File: src/rtl/dmem_arbiter_pkg.sv
// Shared definitions for the data-memory access controller.
// Holds the access-size encodings, the default memory size and a helper
// that turns a size code into a byte count.
package dmem_arbiter_pkg;

  localparam logic [1:0] SZ_B = 2'b00;
  localparam logic [1:0] SZ_H = 2'b01;
  localparam logic [1:0] SZ_W = 2'b10;

  localparam int MEM_BYTES_DEF = 4096;

  // Bytes touched by an access; the reserved code 11 touches nothing.
  function automatic logic [2:0] size_bytes(input logic [1:0] size);
    case (size)
      SZ_B:    return 3'd1;
      SZ_H:    return 3'd2;
      SZ_W:    return 3'd4;
      default: return 3'd0;
    endcase
  endfunction

endpackage

File: src/rtl/dmem_arbiter_if.sv
// Bus bundle between the two requesters (pipeline = port 0, debug/loader =
// port 1), the arbiter and the byte-addressed data memory.
//   pN_req/we/size/uns/addr/wdata : request side, driven by requester N
//   pN_gnt/rvalid/rdata/err       : grant and one-cycle-later response
//   mem_a/mem_wea/mem_wd          : word address, lane strobes, lane data
//   mem_rd                        : combinational read data for mem_a
// modport slave  : the arbiter view
// modport master : the requester/memory view (used by the bench)
interface dmem_arbiter_if #(
  parameter int ADDR_W = 32
);
  logic              p0_req, p1_req;
  logic              p0_we, p1_we;
  logic [1:0]        p0_size, p1_size;
  logic              p0_uns, p1_uns;
  logic [ADDR_W-1:0] p0_addr, p1_addr;
  logic [31:0]       p0_wdata, p1_wdata;
  logic              p0_gnt, p1_gnt;
  logic              p0_rvalid, p1_rvalid;
  logic [31:0]       p0_rdata, p1_rdata;
  logic              p0_err, p1_err;
  logic [ADDR_W-1:0] mem_a;
  logic [3:0]        mem_wea;
  logic [31:0]       mem_wd;
  logic [31:0]       mem_rd;

  modport slave (
    input  p0_req, p0_we, p0_size, p0_uns, p0_addr, p0_wdata,
    input  p1_req, p1_we, p1_size, p1_uns, p1_addr, p1_wdata,
    output p0_gnt, p0_rvalid, p0_rdata, p0_err,
    output p1_gnt, p1_rvalid, p1_rdata, p1_err,
    output mem_a, mem_wea, mem_wd,
    input  mem_rd
  );

  modport master (
    output p0_req, p0_we, p0_size, p0_uns, p0_addr, p0_wdata,
    output p1_req, p1_we, p1_size, p1_uns, p1_addr, p1_wdata,
    input  p0_gnt, p0_rvalid, p0_rdata, p0_err,
    input  p1_gnt, p1_rvalid, p1_rdata, p1_err,
    input  mem_a, mem_wea, mem_wd,
    output mem_rd
  );
endinterface

File: src/rtl/dmem_align.sv
// Combinational byte-lane handling for a 32-bit little-endian data memory.
// Store side: st_en/st_size/st_lo/st_wdata -> st_wea (lane strobes) and
//   st_wd (store data replicated into every lane it could occupy).
// Load side: ld_word/ld_lo/ld_size/ld_uns -> ld_data (selected bytes moved
//   to bit 0 and sign- or zero-extended; word loads pass through).
module dmem_align
  import dmem_arbiter_pkg::*;
(
  input  logic        st_en,
  input  logic [1:0]  st_size,
  input  logic [1:0]  st_lo,
  input  logic [31:0] st_wdata,
  output logic [3:0]  st_wea,
  output logic [31:0] st_wd,
  input  logic [31:0] ld_word,
  input  logic [1:0]  ld_lo,
  input  logic [1:0]  ld_size,
  input  logic        ld_uns,
  output logic [31:0] ld_data
);

  logic [3:0]  mask;
  logic [31:0] shifted;

  always_comb begin
    mask  = 4'b1111;
    st_wd = st_wdata;
    case (st_size)
      SZ_B: begin
        mask  = 4'b0001;
        st_wd = {4{st_wdata[7:0]}};
      end
      SZ_H: begin
        mask  = 4'b0011;
        st_wd = {2{st_wdata[15:0]}};
      end
      default: begin
        mask  = 4'b1111;
        st_wd = st_wdata;
      end
    endcase
    st_wea = st_en ? (mask << st_lo) : 4'b0000;
  end

  always_comb begin
    shifted = ld_word >> {ld_lo, 3'b000};
    case (ld_size)
      SZ_B:    ld_data = ld_uns ? {24'd0, shifted[7:0]}
                                : {{24{shifted[7]}}, shifted[7:0]};
      SZ_H:    ld_data = ld_uns ? {16'd0, shifted[15:0]}
                                : {{16{shifted[15]}}, shifted[15:0]};
      default: ld_data = shifted;
    endcase
  end

endmodule

File: src/rtl/dmem_arbiter.sv
// Two-port data-memory access controller.
// Grants the single data memory to port 0 (pipeline) or port 1
// (debug/loader) each cycle, round-robin on contention, drives lane strobes
// and lane data for stores, and returns extended load data (or a store
// acknowledge) one cycle after the grant. Misaligned or out-of-range
// accesses are granted but write nothing and answer with err=1, rdata=0.
// Ports: clk, reset (synchronous, active-high), bus (dmem_arbiter_if.slave).
module dmem_arbiter
  import dmem_arbiter_pkg::*;
#(
  parameter int ADDR_W    = 32,
  parameter int MEM_BYTES = MEM_BYTES_DEF
) (
  input  logic          clk,
  input  logic          reset,
  dmem_arbiter_if.slave bus
);

  function automatic logic access_bad(input logic [ADDR_W-1:0] addr,
                                      input logic [1:0]        size);
    logic [ADDR_W:0] end_excl;
    logic            bad;
    end_excl = {1'b0, addr} + (ADDR_W+1)'(size_bytes(size));
    case (size)
      SZ_B:    bad = 1'b0;
      SZ_H:    bad = addr[0];
      SZ_W:    bad = |addr[1:0];
      default: bad = 1'b1;
    endcase
    if (end_excl > (ADDR_W+1)'(MEM_BYTES)) bad = 1'b1;
    return bad;
  endfunction

  // rr_last = port granted most recently; the other port wins a tie.
  logic              rr_last;
  logic              sel0, sel1, any, win;
  logic              w_we, w_uns, w_bad, st_en;
  logic [1:0]        w_size;
  logic [ADDR_W-1:0] w_addr;
  logic [31:0]       w_wdata;
  logic [3:0]        st_wea;
  logic [31:0]       st_wd, ld_data;

  logic              rsp_vld_p1, rsp_port_p1, rsp_err_p1, rsp_ld_p1;
  logic [31:0]       rd_word_p1;
  logic [1:0]        lo_p1, size_p1;
  logic              uns_p1;
  logic              rsp_live, rv0, rv1;

  always_comb begin
    sel0 = !reset && bus.p0_req && (!bus.p1_req || rr_last);
    sel1 = !reset && bus.p1_req && (!bus.p0_req || !rr_last);
    any  = sel0 | sel1;
    win  = sel1;
    if (sel1) begin
      w_we = bus.p1_we; w_size = bus.p1_size; w_uns = bus.p1_uns;
      w_addr = bus.p1_addr; w_wdata = bus.p1_wdata;
    end else begin
      w_we = bus.p0_we; w_size = bus.p0_size; w_uns = bus.p0_uns;
      w_addr = bus.p0_addr; w_wdata = bus.p0_wdata;
    end
    w_bad = access_bad(w_addr, w_size);
    st_en = any && w_we && !w_bad;
  end

  dmem_align u_align (
    .st_en    (st_en),
    .st_size  (w_size),
    .st_lo    (w_addr[1:0]),
    .st_wdata (w_wdata),
    .st_wea   (st_wea),
    .st_wd    (st_wd),
    .ld_word  (rd_word_p1),
    .ld_lo    (lo_p1),
    .ld_size  (size_p1),
    .ld_uns   (uns_p1),
    .ld_data  (ld_data)
  );

  assign bus.p0_gnt  = sel0;
  assign bus.p1_gnt  = sel1;
  assign bus.mem_a   = any ? {w_addr[ADDR_W-1:2], 2'b00} : '0;
  assign bus.mem_wea = st_wea;
  assign bus.mem_wd  = any ? st_wd : '0;

  // ---- grant cycle -> response cycle (p1) ----
  always_ff @(posedge clk) begin
    if (reset) begin
      rr_last    <= 1'b1;
      rsp_vld_p1 <= 1'b0;
    end else begin
      rsp_vld_p1 <= any;
      if (any) rr_last <= win;
    end
  end

  always_ff @(posedge clk) begin
    if (any) begin
      rsp_port_p1 <= win;
      rsp_err_p1  <= w_bad;
      rsp_ld_p1   <= !w_we && !w_bad;
      rd_word_p1  <= bus.mem_rd;
      lo_p1       <= w_addr[1:0];
      size_p1     <= w_size;
      uns_p1      <= w_uns;
    end
  end

  // A response still in flight when reset rises is dropped.
  assign rsp_live = rsp_vld_p1 && !reset;
  assign rv0      = rsp_live && !rsp_port_p1;
  assign rv1      = rsp_live && rsp_port_p1;

  assign bus.p0_rvalid = rv0;
  assign bus.p1_rvalid = rv1;
  assign bus.p0_err    = rv0 && rsp_err_p1;
  assign bus.p1_err    = rv1 && rsp_err_p1;
  assign bus.p0_rdata  = (rv0 && rsp_ld_p1) ? ld_data : 32'd0;
  assign bus.p1_rdata  = (rv1 && rsp_ld_p1) ? ld_data : 32'd0;

endmodule

File: src/flat_wrapper.sv
// flat-port wrapper written by rule: the top's interface ports become plain ports
module dmem_arbiter_flat import dmem_arbiter_pkg::*;
#(
  parameter int ADDR_W    = 32,
  parameter int MEM_BYTES = MEM_BYTES_DEF
)
  (clk, reset, bus_p0_req, bus_p0_we, bus_p0_size, bus_p0_uns, bus_p0_addr, bus_p0_wdata, bus_p1_req, bus_p1_we, bus_p1_size, bus_p1_uns, bus_p1_addr, bus_p1_wdata, bus_p0_gnt, bus_p0_rvalid, bus_p0_rdata, bus_p0_err, bus_p1_gnt, bus_p1_rvalid, bus_p1_rdata, bus_p1_err, bus_mem_a, bus_mem_wea, bus_mem_wd, bus_mem_rd);
  dmem_arbiter_if #(.ADDR_W(ADDR_W)) bus_i ();
  input  logic clk;
  input  logic reset;
  input wire logic [$bits(bus_i.p0_req)-1:0] bus_p0_req;
  input wire logic [$bits(bus_i.p0_we)-1:0] bus_p0_we;
  input wire logic [$bits(bus_i.p0_size)-1:0] bus_p0_size;
  input wire logic [$bits(bus_i.p0_uns)-1:0] bus_p0_uns;
  input wire logic [$bits(bus_i.p0_addr)-1:0] bus_p0_addr;
  input wire logic [$bits(bus_i.p0_wdata)-1:0] bus_p0_wdata;
  input wire logic [$bits(bus_i.p1_req)-1:0] bus_p1_req;
  input wire logic [$bits(bus_i.p1_we)-1:0] bus_p1_we;
  input wire logic [$bits(bus_i.p1_size)-1:0] bus_p1_size;
  input wire logic [$bits(bus_i.p1_uns)-1:0] bus_p1_uns;
  input wire logic [$bits(bus_i.p1_addr)-1:0] bus_p1_addr;
  input wire logic [$bits(bus_i.p1_wdata)-1:0] bus_p1_wdata;
  output wire logic [$bits(bus_i.p0_gnt)-1:0] bus_p0_gnt;
  output wire logic [$bits(bus_i.p0_rvalid)-1:0] bus_p0_rvalid;
  output wire logic [$bits(bus_i.p0_rdata)-1:0] bus_p0_rdata;
  output wire logic [$bits(bus_i.p0_err)-1:0] bus_p0_err;
  output wire logic [$bits(bus_i.p1_gnt)-1:0] bus_p1_gnt;
  output wire logic [$bits(bus_i.p1_rvalid)-1:0] bus_p1_rvalid;
  output wire logic [$bits(bus_i.p1_rdata)-1:0] bus_p1_rdata;
  output wire logic [$bits(bus_i.p1_err)-1:0] bus_p1_err;
  output wire logic [$bits(bus_i.mem_a)-1:0] bus_mem_a;
  output wire logic [$bits(bus_i.mem_wea)-1:0] bus_mem_wea;
  output wire logic [$bits(bus_i.mem_wd)-1:0] bus_mem_wd;
  input wire logic [$bits(bus_i.mem_rd)-1:0] bus_mem_rd;
  assign bus_i.p0_req = bus_p0_req;
  assign bus_i.p0_we = bus_p0_we;
  assign bus_i.p0_size = bus_p0_size;
  assign bus_i.p0_uns = bus_p0_uns;
  assign bus_i.p0_addr = bus_p0_addr;
  assign bus_i.p0_wdata = bus_p0_wdata;
  assign bus_i.p1_req = bus_p1_req;
  assign bus_i.p1_we = bus_p1_we;
  assign bus_i.p1_size = bus_p1_size;
  assign bus_i.p1_uns = bus_p1_uns;
  assign bus_i.p1_addr = bus_p1_addr;
  assign bus_i.p1_wdata = bus_p1_wdata;
  assign bus_p0_gnt = bus_i.p0_gnt;
  assign bus_p0_rvalid = bus_i.p0_rvalid;
  assign bus_p0_rdata = bus_i.p0_rdata;
  assign bus_p0_err = bus_i.p0_err;
  assign bus_p1_gnt = bus_i.p1_gnt;
  assign bus_p1_rvalid = bus_i.p1_rvalid;
  assign bus_p1_rdata = bus_i.p1_rdata;
  assign bus_p1_err = bus_i.p1_err;
  assign bus_mem_a = bus_i.mem_a;
  assign bus_mem_wea = bus_i.mem_wea;
  assign bus_mem_wd = bus_i.mem_wd;
  assign bus_i.mem_rd = bus_mem_rd;
  dmem_arbiter #(.ADDR_W(ADDR_W), .MEM_BYTES(MEM_BYTES)) u_core (.clk(clk), .reset(reset), .bus(bus_i));
endmodule
File: config.mk
export PLATFORM = sky130hd
export DESIGN_NAME = dmem_arbiter_flat
export DESIGN_NICKNAME = d
export VERILOG_FILES = /design/src/rtl/dmem_arbiter_pkg.sv /design/src/rtl/dmem_arbiter_if.sv /design/src/rtl/dmem_align.sv /design/src/rtl/dmem_arbiter.sv /design/src/flat_wrapper.sv
export SDC_FILE = /design/constraint.sdc
export NUM_CORES = 1
export LEC_CHECK = 0
export ABC_AREA = 1
export ABC_CLOCK_PERIOD_IN_PS = 8900
export CAP_MARGIN = 20
export CELL_PAD_IN_SITES_DETAIL_PLACEMENT = 1
export CELL_PAD_IN_SITES_GLOBAL_PLACEMENT = 1
export CORE_UTILIZATION = 28
export CTS_BUF_LIST = sky130_fd_sc_hd__clkbuf_8
export DETAILED_ROUTE_END_ITERATION = 8
export GPL_ROUTABILITY_DRIVEN = 0
export HOLD_SLACK_MARGIN = 0.1
export PLACE_DENSITY_LB_ADDON = 0.1
export SYNTH_ARGS = -nofsm -noshare
export SYNTH_HDL_FRONTEND = slang
export SYNTH_SLANG_ARGS = --single-unit
export TNS_END_PERCENT = 100
File: constraint.sdc
create_clock -name clk -period 8.9 [get_ports clk]
set_input_delay 1.78 -clock clk [delete_from_list [all_inputs] [get_ports clk]]
set_output_delay 1.78 -clock clk [all_outputs]
set_load 0.005 [all_outputs]
# After elaboration in Yosys (flattened, before gate mapping)
# Index checks and enable logic that the tools add are counted.
# op_classes
addsub,1
magnitude_cmp,1
n_eq_ne,3
shifts,2
n_mux,18
bitwise_logic,1
n_reduce_logical,26
# op_table
operator,count
$mux 32,8
$pmux 32 s2,2
$add 32x3->33,1
$gt 33x13->1 const B,1
$shr 32x5->32,1
$logic_and 1x1->1,14
$pmux 3 s3,1
$pmux 4 s2,1
$logic_not 1->1,7
$eq 2x1->1 const B,2
$logic_not 2->1,2
$mux 4,1
$shl 4x2->4,1
$mux 1,3
$pmux 1 s3,1
$eq 2x2->1 const B,1
$logic_or 1x1->1,2
$mux 2,1
$reduce_or 2->1,1
$or 1x1->1,1
# totals
register_bits,42
inputBits,172
wordCells,61

# Logic depth before layout (Yosys ltp)
# Gate-level depths: netlist (run 1).
# depth
depth_word,12
depth_mapped,27

# Modules after synthesis
# A second synthesis (run 1) with hierarchy kept.
# hier_totals
cells_unflattened,1022
area_unflattened_um2,5833.1
# modules_own_cells
mod,n_inst,cells_each,area_each_um2,seq_area_each_um2
dmem_arbiter,1,779,4503.1,1241.2
dmem_align,1,243,1330.0,0.0

# Least setup slack after synthesis (run 1)
# No wires, ideal clock.
# synth_path
kind,input to output
start,input bus_p0_req
end,output bus_mem_wea[0]
arrival_ns,4.739
t_required_ns,7.120
setup_slack_ns,2.381
path_stages,23
path_cell_list,nand2_2 nand3_4 buf_6 buf_4 buf_2 buf_2 buf_2 o21ai_0 ha_1 nand2_1 inv_1 nand2_1 nand3_1 nand2_2 nor2_4 inv_1 nor2_2 nand3_1 nor2_1 xor2_1 nor2_1 nand4_2 nor2_1
# synth_between
elab_chain_cells,12
word_cells_on_any_way,24
cone_classes,add/sub: 1; order compare: 1; eq/ne: 2; shift: 1; mux: 8; bitwise: 1; reduce/logical: 10
# synth_rtl
element,line,source
"start, declared",flat_wrapper.sv:11,input wire logic [$bits(bus_i.p0_req)-1:0] bus_p0_req;
$logic_not 1->1,dmem_arbiter.sv:52,sel1 = !reset && bus.p1_req && (!bus.p0_req || !rr_last);
$logic_or 1x1->1,dmem_arbiter.sv:52,
$logic_and 1x1->1,dmem_arbiter.sv:52,
$mux 2,dmem_arbiter.sv:55,if (sel1) begin
"$eq 2x2->1, or another cell as far along","dmem_arbiter_pkg.sv:14, dmem_arbiter.sv:24",
$pmux 3 s3,dmem_arbiter_pkg.sv:14,case (size)
$add 32x3->33,dmem_arbiter.sv:23,"end_excl = {1'b0, addr} + (ADDR_W+1)'(size_bytes(size));"
$gt 33x13->1,dmem_arbiter.sv:30,if (end_excl > (ADDR_W+1)'(MEM_BYTES)) bad = 1'b1;
$mux 1,dmem_arbiter.sv:30,
$logic_not 1->1,dmem_arbiter.sv:63,st_en = any && w_we && !w_bad;
$logic_and 1x1->1,dmem_arbiter.sv:63,
$mux 4 (*),dmem_align.sv:42,st_wea = st_en ? (mask << st_lo) : 4'b0000;
"end, declared",flat_wrapper.sv:32,output wire logic [$bits(bus_i.mem_wea)-1:0] bus_mem_wea;
# Every way passes the cells marked *; elsewhere a longest branch is shown, timed or not.

# Worst setup path in the final report (run 1)
# layout_path
start,input reset
end,output bus_mem_wea[1]
# layout_between
elab_chain_cells,12
word_cells_on_any_way,24
cone_classes,add/sub: 1; order compare: 1; eq/ne: 2; shift: 1; mux: 8; bitwise: 1; reduce/logical: 10
# layout_rtl
element,line,source
"start, declared",flat_wrapper.sv:10,input logic reset;
$logic_not 1->1 (*),dmem_arbiter.sv:52,
$logic_and 1x1->1 (*) (2 in a row),dmem_arbiter.sv:52,
$mux 2 (*),dmem_arbiter.sv:55,
net u_core.u_align.st_size[0],dmem_align.sv:10,"input logic [1:0] st_size,"
"$eq 2x2->1, or another cell as far along","dmem_arbiter_pkg.sv:14, dmem_arbiter.sv:24",
$pmux 3 s3,dmem_arbiter_pkg.sv:14,
$add 32x3->33,dmem_arbiter.sv:23,
$gt 33x13->1,dmem_arbiter.sv:30,
$mux 1,dmem_arbiter.sv:30,
$logic_not 1->1,dmem_arbiter.sv:63,
$logic_and 1x1->1,dmem_arbiter.sv:63,
$mux 4 (*),dmem_align.sv:42,
# The timed path passes the listed nets; every way through them passes the cells marked *.

==> flow_summary_export.csv, run 1 <==
group,metric,value,unit
worst_setup_path,critPathMaxStageDelay,0.63,ns
worst_hold_path,hp-class,"flop to flop",
detailed_routing,drt_pass1_iterations,5,
detailed_routing,via_per_inst,4.70,
detailed_routing,wirelength,23.8,mm
synthesis,synth_compound_area_share,8.55,%
global_routing,grt_pass1_vias,7018,
floorplan,die_area,20400,um2
synthesis,synth_area,5560,um2
synthesis,yosys_warnings,0,
sta,tns,0,ns
worst_setup_path,rr_worst_depth,22,
global_routing,grt_usage,23.0,%
synthesis,yosysTopAreaCell,"nand2_1",
worst_hold_path,min_to,"u_core.rr_last$_SDFFE_PP1P_",
worst_setup_path,crit_buf_inv,8,
worst_setup_path,required,7.12,ns
worst_hold_path,hold_start,"u_core.rr_last$_SDFFE_PP1P_",
floorplan,core.rowCount,51,
floorplan,die_x,143,um
floorplan,io_pins,310,
sta,tightest_slew,0.750,ns
cts,post_cts_buffers,0,
worst_setup_path,cp_max_fo,26,
synthesis,synth_cell_types,43,
sta,finalSetupViolations,0,
floorplan,start_util,28.6,%
synthesis,ys_async_sr_fraction,0,%
worst_setup_path,rrSetupSlack,5.07,ns
worst_setup_path,crit_cells,25,
sta,hold_ws,0.549,ns
synthesis,synth_top_family_by_area,"simple AND/OR/NAND/NOR gates",
synthesis,muxShareOfSynthArea,3.06,%
cts,clk_path_buf_depth,2,
cells_and_area,post-route-util,46.2,%
synthesis,yosysTopAreaCellShare,22.2,%
sta,relSlewSlack,50.0,%
cells_and_area,fin_nets,1431,
status,status,"completed",
worst_setup_path,cp_slowest_cell,"clkdlybuf4s50_1",
synthesis,synth_common_cells,"nand2_1, nor2_1, inv_1",
power_and_ir_drop,powerDensity,89.2,nW/um2
floorplan,die_h,143,um
cts,clock_latency,0.30,ns
cts,ctsHoldBuffers,0,
worst_setup_path,rr_endpoint,"u_core.rsp_err_p1$_DFFE_PP_",
power_and_ir_drop,power,0.000801,W
global_routing,grt_max_degree,56,
sta,drv_slew,0,
place,port_buffers,307,
sta,finalHoldViolCount,0,
cells_and_area,drive_above_1_share,6.93,%
synthesis,synth-adder-area-share,1.26,%
detailed_routing,wire_per_inst,15.7,um
cells_and_area,diodes,0,
worst_setup_path,critical_path_class,"primary input to output port",
run,maxCapViolCount,0,
cts,clkTransAtPathRegs,0.09,ns
synthesis,synth_seq_area_share,22.3,%
cts,htreeDepth,2,
worst_setup_path,critPathLaunch,"reset",
sta,period_share,91.6,%
sta,layout_min_cycle_time,8.15,ns
global_routing,grt_pass1_wl,36.9,mm
global_routing,gr-total-overflow,0,
cts,cts_tree,"done",
worst_setup_path,start_kind,"primary input",
synthesis,postSynthAreaPerCell,5.73,um2
sta,rsz0062_at_grt,"false",
worst_setup_path,end_kind,"output port",
floorplan,coreArea,19500,um2
sta,fmax,123,MHz
synthesis,synthTopCellsByArea,"nand2_1, edfxtp_1, nor2_1",
global_routing,antenna_found_initial,0,
synthesis,yosys_register_bits,42,
power_and_ir_drop,p_leak,4.25,nW
cts,cts.repair.resized,0,
detailed_routing,drt_iter0_drc,305,
synthesis,synth_edf_count,40,
synthesis,synthCells,970,
worst_setup_path,crit_family,"buffers and inverters",
worst_hold_path,hold_depth,2,
detailed_routing,antenna_left,0,
synthesis,synth_xor_area_share,0.788,%
cts,clock_sinks,42,
worst_setup_path,crit_path_frequent_cell,"nand2_1",
cells_and_area,fin_area,8990,um2
synthesis,ys.flop_type,"edfxtp_1",
place,dp_hpwl,19.5,mm
detailed_routing,route.detailed.drc,0,
detailed_routing,num_vias,7139,
cts,cts_made_buffers,5,
place,placed_cell_area,8800,um2
synthesis,yosysMostFrequentCell,"nand2_1",
cts,clock-root-buffer,"clkbuf_8",
power_and_ir_drop,max-vdd-ir-drop,0.0000512,V
synthesis,synth-simple-area-share,50.8,%
sta,skew,0.00914,ns
cells_and_area,syn_to_final_growth,61.7,%
worst_setup_path,arrival,6.37,ns
worst_setup_path,r2r-start,"u_core.rr_last$_SDFFE_PP1P_",
cell type report:
type                       count  area (um2)
multi-input combinational    756        3600
fill                        2598       10500
clock buffer                   5        68.8
timing repair buffer         321        3200
sequential                    42        1240
inverter                     128         482
tap                          265         332
clock inverter                 3        68.8
logic make-up (layout without fill, tap and decap cells):
kind of cell | after synthesis | count (layout)
and+or+nand+nor | 646 | 646
muxes | 17 | 17
other | 1 | 2
DFF | 42 | 42
buffers and inverters | 173 | 457
AOI/OAI and AO/OA | 81 | 81
adders and majority gates | 5 | 5
xor gates and xnor gates | 5 | 5
registers in the layout, indices dropped and copies added, names as in the netlist:
signal / count
u_core.rd_word_p1: 32
u_core.lo_p1: 2
u_core.size_p1: 2
u_core.rr_last: 1
u_core.rsp_err_p1: 1
u_core.rsp_ld_p1: 1
u_core.rsp_port_p1: 1
u_core.rsp_vld_p1: 1
u_core.uns_p1: 1
through the flow:
step	std cells	worst slack [ns]
after floorplan	971	2.38
after global placement	1507	0.848
after detailed placement	1508	0.645
after CTS	1516	0.625
after global routing	1520	0.289
final	1520	0.747
layout by cell type (no fill, tap or decap), types with 8 or more instances in the layout:
| cell | n |
|---|---|
| nor2_2 | 16 |
| nand2_2 | 29 |
| nand4_1 | 8 |
| nand3b_1 | 21 |
| mux2i_1 | 17 |
| nand2_1 | 329 |
| a21oi_1 | 28 |
| o21ai_0 | 31 |
| buf_4 | 12 |
| clkdlybuf4s50_1 | 307 |
| inv_1 | 119 |
| nor2_1 | 158 |
| a211oi_1 | 9 |
| edfxtp_1 | 40 |
| nand3_1 | 71 |
routing by layer:
metal  vias up  share of wire (%)  track usage [%]
li1       3609                  -                -
met1      3291                 44             29.4
met2       220                 49             41.3
met3        19                6.1             2.82
met4         0                1.2             4.58
met5         -                  0                0
worst max-delay path by stage:
stage | endpoint
finish | bus_mem_wea[1]
detailed placement | bus_mem_wea[1]
global route | bus_mem_wea[1]
global placement | bus_mem_wea[2]
floorplan | bus_mem_wea[0]
CTS | bus_mem_wea[1]
report_power, final:
group | internal [W] | switching, W | leakage [nW]
clock | 0.000112 | 0.0000722 | 0.0683
combinational | 0.000179 | 0.000196 | 3.79
sequential | 0.000233 | 0.00000913 | 0.397
tightest hold or removal path, cell delays in order (launching register included):
cell      delay [ns]
dfxtp_1         0.33
inv_1           0.07
o211ai_1        0.09
No activity file was read; power rests on OpenSTA's default activity.
==> run 2: changes to the inputs <==
Settings changed: CORE_MARGIN from default to 1, SLEW_MARGIN from default to 15.
==> run 2 against run 1 <==
Final area stayed put; wire length is 0.26% lower; critical path depth stayed put; critical path type unchanged; largest cell class unchanged; highest routed layer unchanged.
==> flow_summary_export.csv, run 2 (synthesized netlist as in run 1, its figures left out) <==
group,metric,value,unit
status,status,"completed",
cells_and_area,largest-register,"u_core.rd_word_p1",
sta,finalSetupViolations,0,
cells_and_area,top_regs,"u_core.rd_word_p1: 32 flops, u_core.lo_p1: 2 flops, u_core.size_p1: 2 flops",
cts,ctsHoldBuffers,0,
cells_and_area,syn_to_final_growth,61.7,%
floorplan,die_h,143,um
cells_and_area,post-route-util,46.2,%
sta,finalHoldViolCount,0,
cts,clock_latency,0.30,ns
cells_and_area,largest_reg_flops,32,
cts,htreeDepth,2,
global_routing,gr-total-overflow,0,
sta,period_share,91.8,%
global_routing,antenna_found_initial,0,
detailed_routing,route.detailed.drc,0,
detailed_routing,antenna_left,0,
cts,cts_tree,"done",
detailed_routing,wire_per_inst,15.6,um
detailed_routing,wirelength,23.8,mm
sta,hold_ws,0.549,ns
floorplan,die_area,20400,um2
sta,layout_min_cycle_time,8.17,ns
sta,skew,0.00795,ns
place,dp_hpwl,19.5,mm
global_routing,grt_max_degree,56,
cells_and_area,diodes,0,
cts,cts.repair.resized,0,
sta,rsz0062_at_grt,"false",
worst_setup_path,start_kind,"primary input",
global_routing,grt_usage,23.0,%
floorplan,coreArea,19500,um2
power_and_ir_drop,powerDensity,89.1,nW/um2
floorplan,die_x,143,um
power_and_ir_drop,max-vdd-ir-drop,0.0000515,V
cts,clkTransAtPathRegs,0.09,ns
cells_and_area,mostFrequentLayoutCell,"nand2_1",
power_and_ir_drop,p_leak,4.25,nW
worst_setup_path,cp_max_fo,26,
floorplan,io_pins,310,
sta,drv_slew,0,
cells_and_area,fin_nets,1431,
worst_hold_path,hp-class,"flop to flop",
detailed_routing,drt_pass1_iterations,4,
cts,clock-root-buffer,"clkbuf_8",
cts,post_cts_buffers,0,
place,port_buffers,307,
run,maxCapViolCount,0,
global_routing,grt_pass1_wl,36.9,mm
floorplan,start_util,28.6,%
worst_setup_path,arrival,6.39,ns
detailed_routing,drt_iter0_drc,309,
global_routing,grt_pass1_vias,7018,
worst_setup_path,critical_path_class,"primary input to output port",
cells_and_area,drive_above_1_share,6.93,%
detailed_routing,via_per_inst,4.69,
cts,cts_made_buffers,5,
floorplan,core.rowCount,51,
cells_and_area,final_cell_mix,"nand2_1, clkdlybuf4s50_1, nor2_1, inv_1, nand3_1",
detailed_routing,num_vias,7134,
worst_setup_path,end_kind,"output port",
cts,clk_path_buf_depth,2,
worst_setup_path,required,7.12,ns
sta,relSlewSlack,48.1,%
cts,clock_sinks,42,
sta,fmax,122,MHz
sta,tns,0,ns
sta,tightest_slew,0.778,ns
==> run 2: metal layers <==
layer | vias up | track usage [%] | part of all wire [%] | wire [um]
met5 | - | 0 | 0 | 0
met4 | 0 | 4.58 | 1.2 | 277
met3 | 19 | 2.82 | 5.4 | 1280
met2 | 202 | 41.3 | 49 | 11700
met1 | 3304 | 29.4 | 44 | 10600
li1 | 3609 | - | - | -
==> run 2: path summary, 6_finish.rpt <==
| kind | from | to | slack [ns] | cells past startpoint |
|---|---|---|---|---|
| worst max-delay path | reset | bus_mem_wea[1] | 0.73 | 25 |
| worst min register to register | u_core.rr_last$_SDFFE_PP1P_ | u_core.rr_last$_SDFFE_PP1P_ | 0.55 | 2 |
| worst min-delay path | u_core.rr_last$_SDFFE_PP1P_ | u_core.rr_last$_SDFFE_PP1P_ | 0.55 | 2 |
| worst max register to register | u_core.rr_last$_SDFFE_PP1P_ | u_core.rsp_err_p1$_DFFE_PP_ | 5.06 | 22 |
==> run 2: cell type report <==
| cell class | instances | area [um2] |
|---|---|---|
| Sequential cell | 42 | 1240 |
| Inverter | 128 | 482 |
| Clock inverter | 3 | 68.8 |
| Tap cell | 265 | 332 |
| Clock buffer | 5 | 68.8 |
| Multi-Input combinational cell | 756 | 3600 |
| Fill cell | 2600 | 10500 |
| Timing Repair Buffer | 321 | 3200 |
==> run 2: report_power, final <==
part	internal (W)	total, W	leakage (nW)	switching, W
clock network	0.000112	0.000184	0.0683	0.0000714
registers	0.000233	0.000242	0.397	0.00000915
logic	0.000179	0.000375	3.79	0.000196
total	0.000524	0.000800	4.25	0.000277
==> run 2: through the flow <==
stage	std cells	worst slack [ns]	power, W	area, um2
global placement	1507	0.848	0.000616	8790
CTS	1516	0.625	0.000806	8940
floorplan	971	2.38	0.000428	5560
detailed placement	1508	0.645	0.000620	8800
global route	1520	0.289	0.000854	8990
finish	1520	0.734	0.000800	8990
==> run 2: critical path: stages <==
cell             delay (ns)
clkdlybuf4s50_1        0.63
inv_2                  0.11
nand3_4                0.12
buf_4                  0.35
inv_2                  0.06
nand2_1                0.08
nand2_1                0.12
nand2_1                0.11
clkinv_1               0.35
ha_1                   0.43
nand2_1                0.04
inv_1                  0.05
nand2_1                0.04
nand3_1                0.12
nand2_2                0.08
nor2_4                 0.17
inv_1                  0.07
nor2_2                 0.21
nand3_1                0.14
nor2_1                 0.14
xor2_1                 0.08
nor2_1                 0.18
nand4_2                0.21
nor2_1                 0.16
clkdlybuf4s50_1        0.52
